<file path="src/rtl/multiport_regfile.sv">
// ---------------------------------------------------------------------------
// multiport_regfile
//
// Purpose:
//   A register file with NRD read ports and two write ports. Register 0 is
//   hard-wired to zero. After reset, a clear sweep writes zero to registers
//   1..NREGS-1, one register per cycle. While the sweep runs, busy is high,
//   every read port returns zero and all writes are dropped.
//
// Configuration:
//   REGFILE_BYPASS_EN - when defined, a read whose address matches an
//                       enabled nonzero write in the same cycle returns the
//                       write data combinationally (write port 1 wins).
//                       When undefined, such a read returns the old contents
//                       and the new value appears after the clock edge.
//
// Parameters:
//   XLEN   - register data width in bits
//   ADDR_W - register address width (NREGS = 2**ADDR_W)
//   NRD    - number of read ports (1..4)
//
// Ports:
//   clk            - clock; all state changes on its rising edge
//   rst            - synchronous active-high reset; restarts the clear sweep
//   RS             - read addresses, port k at [k*ADDR_W +: ADDR_W]
//   Rd             - read data, port k at [k*XLEN +: XLEN] (combinational)
//   RD0, RD1       - write addresses for write ports 0 and 1
//   write_enable0/1- write strobes
//   Write_data0/1  - write data
//   busy           - high while the clear sweep runs
// ---------------------------------------------------------------------------
module multiport_regfile #(
    parameter int XLEN   = 32,
    parameter int ADDR_W = 5,
    parameter int NRD    = 2
) (
    input  logic                  clk,
    input  logic                  rst,
    input  logic [NRD*ADDR_W-1:0] RS,
    output logic [NRD*XLEN-1:0]   Rd,
    input  logic [ADDR_W-1:0]     RD0,
    input  logic [ADDR_W-1:0]     RD1,
    input  logic                  write_enable0,
    input  logic                  write_enable1,
    input  logic [XLEN-1:0]       Write_data0,
    input  logic [XLEN-1:0]       Write_data1,
    output logic                  busy
);

    localparam int NREGS = 1 << ADDR_W;

    typedef enum logic {
        CLEAR = 1'b0,
        READY = 1'b1
    } state_t;

    state_t              state_reg;
    state_t              state_next;
    logic [ADDR_W-1:0]   cnt_reg;
    logic [ADDR_W-1:0]   cnt_next;

    logic [XLEN-1:0]     mem [NREGS];

    logic                ready;
    logic                wr0_en;
    logic                wr1_en;

    // -----------------------------------------------------------------------
    // Sweep FSM: state register
    // -----------------------------------------------------------------------
    always_ff @(posedge clk) begin
        if (rst) begin
            state_reg <= CLEAR;
            cnt_reg   <= ADDR_W'(1);
        end else begin
            state_reg <= state_next;
            cnt_reg   <= cnt_next;
        end
    end

    // -----------------------------------------------------------------------
    // Sweep FSM: next state. The counter starts at 1 because register 0 is
    // never stored, so the sweep takes NREGS-1 cycles.
    // -----------------------------------------------------------------------
    always_comb begin
        state_next = state_reg;
        cnt_next   = cnt_reg;
        if (state_reg == CLEAR) begin
            cnt_next = cnt_reg + ADDR_W'(1);
            if (cnt_reg == '1) begin
                state_next = READY;
                cnt_next   = ADDR_W'(1);
            end
        end
    end

    assign ready = (state_reg == READY);
    assign busy  = (state_reg == CLEAR);

    // -----------------------------------------------------------------------
    // Write qualification. Port 0 is suppressed when port 1 targets the same
    // address in the same cycle so the port 1 data is the one that lands.
    // -----------------------------------------------------------------------
    assign wr1_en = ready && !rst && write_enable1 && (RD1 != '0);
    assign wr0_en = ready && !rst && write_enable0 && (RD0 != '0) &&
                    !(wr1_en && (RD1 == RD0));

    // -----------------------------------------------------------------------
    // Storage. While rst is held, only register 1 is re-zeroed (the sweep
    // is pinned at its first entry); everything else is left alone.
    // -----------------------------------------------------------------------
    always_ff @(posedge clk) begin
        if (rst) begin
            mem[1] <= '0;
        end else if (state_reg == CLEAR) begin
            mem[cnt_reg] <= '0;
        end else begin
            if (wr0_en) begin
                mem[RD0] <= Write_data0;
            end
            if (wr1_en) begin
                mem[RD1] <= Write_data1;
            end
        end
    end

    // -----------------------------------------------------------------------
    // Read ports: combinational. Zero is forced for address 0, while the
    // sweep runs, and while rst is asserted, which also masks contents that
    // were never initialised.
    // -----------------------------------------------------------------------
    generate
        for (genvar gi = 0; gi < NRD; gi++) begin : g_rd
            logic [ADDR_W-1:0] rd_addr;
            logic [XLEN-1:0]   rd_data;

            assign rd_addr = RS[gi*ADDR_W +: ADDR_W];

            always_comb begin
                rd_data = mem[rd_addr];
`ifdef REGFILE_BYPASS_EN
                // wr*_en already exclude address 0, busy and rst.
                if (wr1_en && (RD1 == rd_addr)) begin
                    rd_data = Write_data1;
                end else if (wr0_en && (RD0 == rd_addr)) begin
                    rd_data = Write_data0;
                end
`endif
                if (!ready || rst || (rd_addr == '0)) begin
                    rd_data = '0;
                end
            end

            assign Rd[gi*XLEN +: XLEN] = rd_data;
        end
    endgenerate

endmodule
</file>
<file path="config.mk">
export PLATFORM = sky130hd
export DESIGN_NAME = multiport_regfile
export DESIGN_NICKNAME = d
export VERILOG_FILES = /design/src/rtl/multiport_regfile.sv
export SDC_FILE = /design/constraint.sdc
export NUM_CORES = 2
export LEC_CHECK = 0
export CORE_MARGIN = 1
export CORE_UTILIZATION = 50
export DETAILED_ROUTE_END_ITERATION = 8
export GPL_ROUTABILITY_DRIVEN = 0
export PLACE_DENSITY = 0.67
export SLEW_MARGIN = 20
export SYNTH_ARGS = -nofsm -noshare
export SYNTH_HDL_FRONTEND = slang
export SYNTH_SLANG_ARGS = --single-unit
export TNS_END_PERCENT = 30
</file>
<file path="constraint.sdc">
create_clock -name clk -period 12.3 [get_ports clk]
set_clock_uncertainty 0.15 [all_clocks]
set_input_delay 3.69 -clock clk [delete_from_list [all_inputs] [get_ports clk]]
set_output_delay 3.69 -clock clk [all_outputs]
set_load 0.05 [all_outputs]
</file>
Yosys cells after proc, flatten, opt, wreduce, memory -nomap -nowiden. Memory sizes are Yosys's and may differ from the RTL's. Index checks and enable logic that the tools add are counted.

Add/sub/neg operators: 1. Eq/ne operators: 2. Mux-type cells: 24. Bitwise operators: 1. Reductions and logical operators: 19.

Operators with widths (number): $mux W32 (4); $reduce_or A32 Y1 (2); $mux W1 (17); $mux W5 (3); $logic_not A5 Y1 (2); $reduce_bool A5 Y1 (2); $logic_and A1 B1 Y1 (7); $add A5 B1 Y5 const B (1); $eq A5 B5 Y1 (1); $eq A5 B5 Y1 const B (1); $logic_not A1 Y1 (3); $logic_or A1 B1 Y1 (3); $not A1 Y1 (1).

Bits in registers: 6. Bits in writable memories: 1024. Output and inout port bits: 65. Memories kept: 1.

Memory list: mem (words 32, width 32, rd ports 2, clocked after Yosys merged registers in 0, wr ports 2, line 62) `logic [XLEN-1:0] mem [NREGS];`.

Longest topological paths before layout.
Depth after elaboration: 13. Depth in mapped cells: 8.

Worst setup path after synthesis. OpenSTA, ideal clock, no wires.

Path kind: input -> output. From: input RS[5]. To: output Rd[35]. Arrival time: 6.142 ns. Data required time: 8.460 ns. Path slack: 2.318 ns. Stages on the path: 8. Cells stage by stage: buf_2 > buf_2 > buf_2 > buf_2 > mux2i_1 > o221ai_1 > o22ai_1 > o31ai_1.

Word-level cells in the longest chain between the ends: 3. Elaborated cells on any way between the ends: 4.

Ends and longest elaborated chain: start: declaration (line 39) `input logic [NRD*ADDR_W-1:0] RS,`; parallel branches: the longest is 2 deep, another holds $mem_v2 Z32 W32; $mux W32 * (line 149) `if (!ready || rst || (rd_addr == '0)) begin`; end: declaration (line 40) `output logic [NRD*XLEN-1:0] Rd,`.

Every way passes the cells marked *.

Worst setup path in the final report.
From: input rst. To: output Rd[0].

Word-level cells in the longest chain between the ends: 3.

Ends and longest elaborated chain: start: declaration (line 38) `input logic rst,`; $logic_or A1 B1 Y1 (2 in a row) (line 149); $mux W32 (line 149).

Every way passes these cells.

==> flow_metrics.py <==
metrics = {
    "worst_hold_path": {
        "hold_class": "register to register",
    },
    "global_route": {
        "grt_pass1_wl_um": 312000,
        "overflow": 0,
        "track_usage_pct": 36.1,
        "antenna_found_initial": 9,
        "grt_pass1_vias": 44900,
        "grt_max_degree": 99,
    },
    "setup_path": {
        "critPathMaxStageDelay_ps": 960,
        "path_cells": "clkdlybuf4s50_1 > nor2b_1 > nand2_2 > buf_4 > o31ai_1 > clkdlybuf4s50_1",
        "cp_data_arrival_time_ps": 8060,
        "critical_path.max_fanout": 19,
        "crit_path_top_delay_cell": "clkdlybuf4s50_1",
        "start_kind": "input port",
        "end_kind": "output pin",
        "cpMostUsedCell": "clkdlybuf4s50_1",
        "critPathKind": "input port to output pin",
        "crit_required_ps": 8460,
    },
    "die": {
        "die_h_um": 346,
        "rows": 125,
        "die_area_um2": 119000,
        "core_area_um2": 117000,
        "start_util_pct": 50.6,
        "pin_count": 153,
        "fp.dieW_um": 346,
    },
    "finish": {
        "utilization_pct": 55.8,
        "largest_reg_flops": 1024,
        "drive_gt1_share_pct": 13.2,
        "final_common_cell": "edfxtp_1",
        "num-fill-cells": 9475,
        "syn2layout_area_growth_pct": 10.2,
        "nNetsFinal": 5173,
        "final_cell_mix": "1,024 x edfxtp_1, 1,012 x nand2_1, 962 x o21ai_0",
    },
    "pwr": {
        "p_comb_share_pct": 8.2,
        "seqPwrFrac_pct": 51.0,
        "ir_worst_vdd_v": 0.000115,
        "p_int_mw": 5.75,
        "p_sw_share_pct": 24.1,
        "p_clk_share_pct": 40.7,
        "p_leak_nw": 19.9,
        "power.switching_mw": 1.82,
        "power.density_nw_per_um2": 116,
    },
    "logic_synthesis": {
        "async_reset_ff_share_pct": 0,
        "postSynthCellCount": 5307,
        "postSynthAreaPerCell_um2": 11.1,
        "synth_edf_count": 1024,
        "synthesis.area_um2": 59000,
        "yosys_warnings": 0,
        "seq_area_frac_synth_pct": 52.3,
        "syn_nets": 5397,
        "synthDistinctLibCells": 55,
        "synth-seq-cells": 1030,
        "synth_top_flop_cell": "edfxtp_1",
    },
    "sta": {
        "timing.setup.tns_ps": 0,
        "period_needed_ps": 11900,
        "worstMarginPinSlew_ps": 1220,
        "timing.fmax_mhz": 84.1,
        "setup_viol": 0,
        "fin_crit_sh_pct": 96.7,
        "slew_headroom_pct": 18.0,
        "finalMaxSlewViolations": 0,
        "rsz0062_at_grt": "false",
        "finalHoldViolCount": 0,
    },
    "detailed_routing": {
        "num_vias": 47200,
        "wl_per_cell_um": 32.8,
        "first_pass_iters": 8,
        "vias_per_cell": 7.06,
        "drcViolationCount": 0,
        "routed_wl_um": 220000,
        "ant_nets": 0,
        "drtIter0Drc": 8087,
    },
    "cts": {
        "cts_tree": "built",
        "holdBufCountCts": 0,
        "cts_buffer_depth": 3,
        "cts.sinks": 1030,
        "cts_setup_buffers": 0,
        "cts_resized": 0,
        "h-tree-depth": 3,
        "insertion_delay_ps": 700,
        "clk_pin_slew_ps": 60,
        "cts-buffers-inserted": 106,
        "clock-root-buffer": "clkbuf_16",
    },
    "placement": {
        "port_buffers": 152,
        "hpwlAfterDp_um": 121000,
    },
    "status": {
        "status": "completed",
    },
    "run": {
        "drv_cap": 0,
    },
}
## power by group through the flow
stage | clock, mW | sequential [mW] | combinational, mW
2_1_floorplan | 0 | 3.93 | 0.380
3_3_place_gp | 0 | 3.94 | 0.603
3_5_place_dp | 0 | 3.94 | 0.604
4_1_cts | 3.07 | 3.86 | 0.605
5_1_grt | 3.20 | 3.87 | 0.639
6_report | 3.08 | 3.86 | 0.624
## path summary, 6_finish.rpt
check / startpoint / endpoint / slack, ps / cells after the start
max: rst / Rd[0] / 400 / 6
min: cnt_reg[1]$_SDFFE_PP0N_ / cnt_reg[3]$_SDFFE_PP0N_ / 440 / 2
max reg2reg: ready$_SDFF_PP0_ / mem[29][9]$_DFFE_PP_ / 7600 / 6
min reg2reg: cnt_reg[1]$_SDFFE_PP0N_ / cnt_reg[3]$_SDFFE_PP0N_ / 440 / 2
## final cells by class
type / instances / area (µm²) / share of cell area (%)
antenna: 5 / 12.5 / 0.0192
clock buffer: 134 / 2820 / 4.34
clock inverter: 52 / 343 / 0.527
inverter: 49 / 189 / 0.291
multi-input combinational: 3590 / 26000 / 40.1
sequential: 1030 / 30900 / 47.5
tap: 1524 / 1910 / 2.93
timing repair buffer: 306 / 2830 / 4.35
## worst max-delay path: cells and delay by family
kind | cells | cell delay (ps)
AOI/OAI and AO/OA | 1 | 820
buffers and inverters | 3 | 2090
and+or+nand+nor | 2 | 1420
## cell usage after synthesis, types with 3 or more instances
cell type,count,share of area [%]
a31oi_1,3,0.032
and2_1,3,0.032
inv_1,47,0.30
edfxtp_1,1024,52
or4_1,3,0.038
o211ai_1,3,0.038
mux2i_1,514,8.7
nand2_2,18,0.19
o22ai_1,134,1.4
mux4_2,256,9.8
clkbuf_1,491,3.1
o21bai_1,14,0.18
or3_1,65,0.69
o221ai_1,258,3.8
buf_2,123,1.0
o21ai_0,962,8.2
buf_1,17,0.11
dfxtp_1,6,0.20
nand2b_1,6,0.064
nor3_1,28,0.24
o31ai_1,76,0.97
nor2_1,20,0.13
and3_1,3,0.032
or2_2,3,0.032
nand2_1,1016,6.5
o21ai_1,39,0.33
xor2_1,3,0.045
o32ai_1,3,0.045
clkbuf_2,4,0.034
a21oi_1,131,1.1
## cells by family after synthesis
logic type | Yosys count | synth area share (%)
flip-flops | 1030 | 52.3
AO/OA/AOI/OAI | 1635 | 16.3
XOR/XNOR | 5 | 0.0742
multiplexers | 770 | 18.5
adder cells (fa/ha/maj) | 2 | 0.0424
AND/OR/NAND/NOR | 1178 | 8.09
buffers and inverters | 687 | 4.67
## per-stage QoR
step / cells / hold WS [ps] / worst slack (ps) / power [mW] / instance area (µm²)
floorplan: 5307 / 351 / 2320 / 4.31 / 59000
global placement: 6499 / 389 / 739 / 4.54 / 61900
detailed placement: 6499 / 418 / 680 / 4.54 / 61900
CTS: 6685 / 427 / 655 / 7.54 / 65100
global route: 6686 / 472 / 507 / 7.71 / 65000
finish: 6690 / 442 / 404 / 7.57 / 65000
## routing by layer
| layer | vias up | GRT usage, % | wire length [µm] |
|---|---|---|---|
| met5 | - | 0 | 99 |
| met4 | 14 | 20.5 | 14000 |
| met3 | 876 | 8.88 | 30900 |
| met2 | 3794 | 55.4 | 98600 |
| met1 | 22700 | 46.9 | 76000 |
| li1 | 19800 | - | - |
Power figures use the tool's default switching activity.
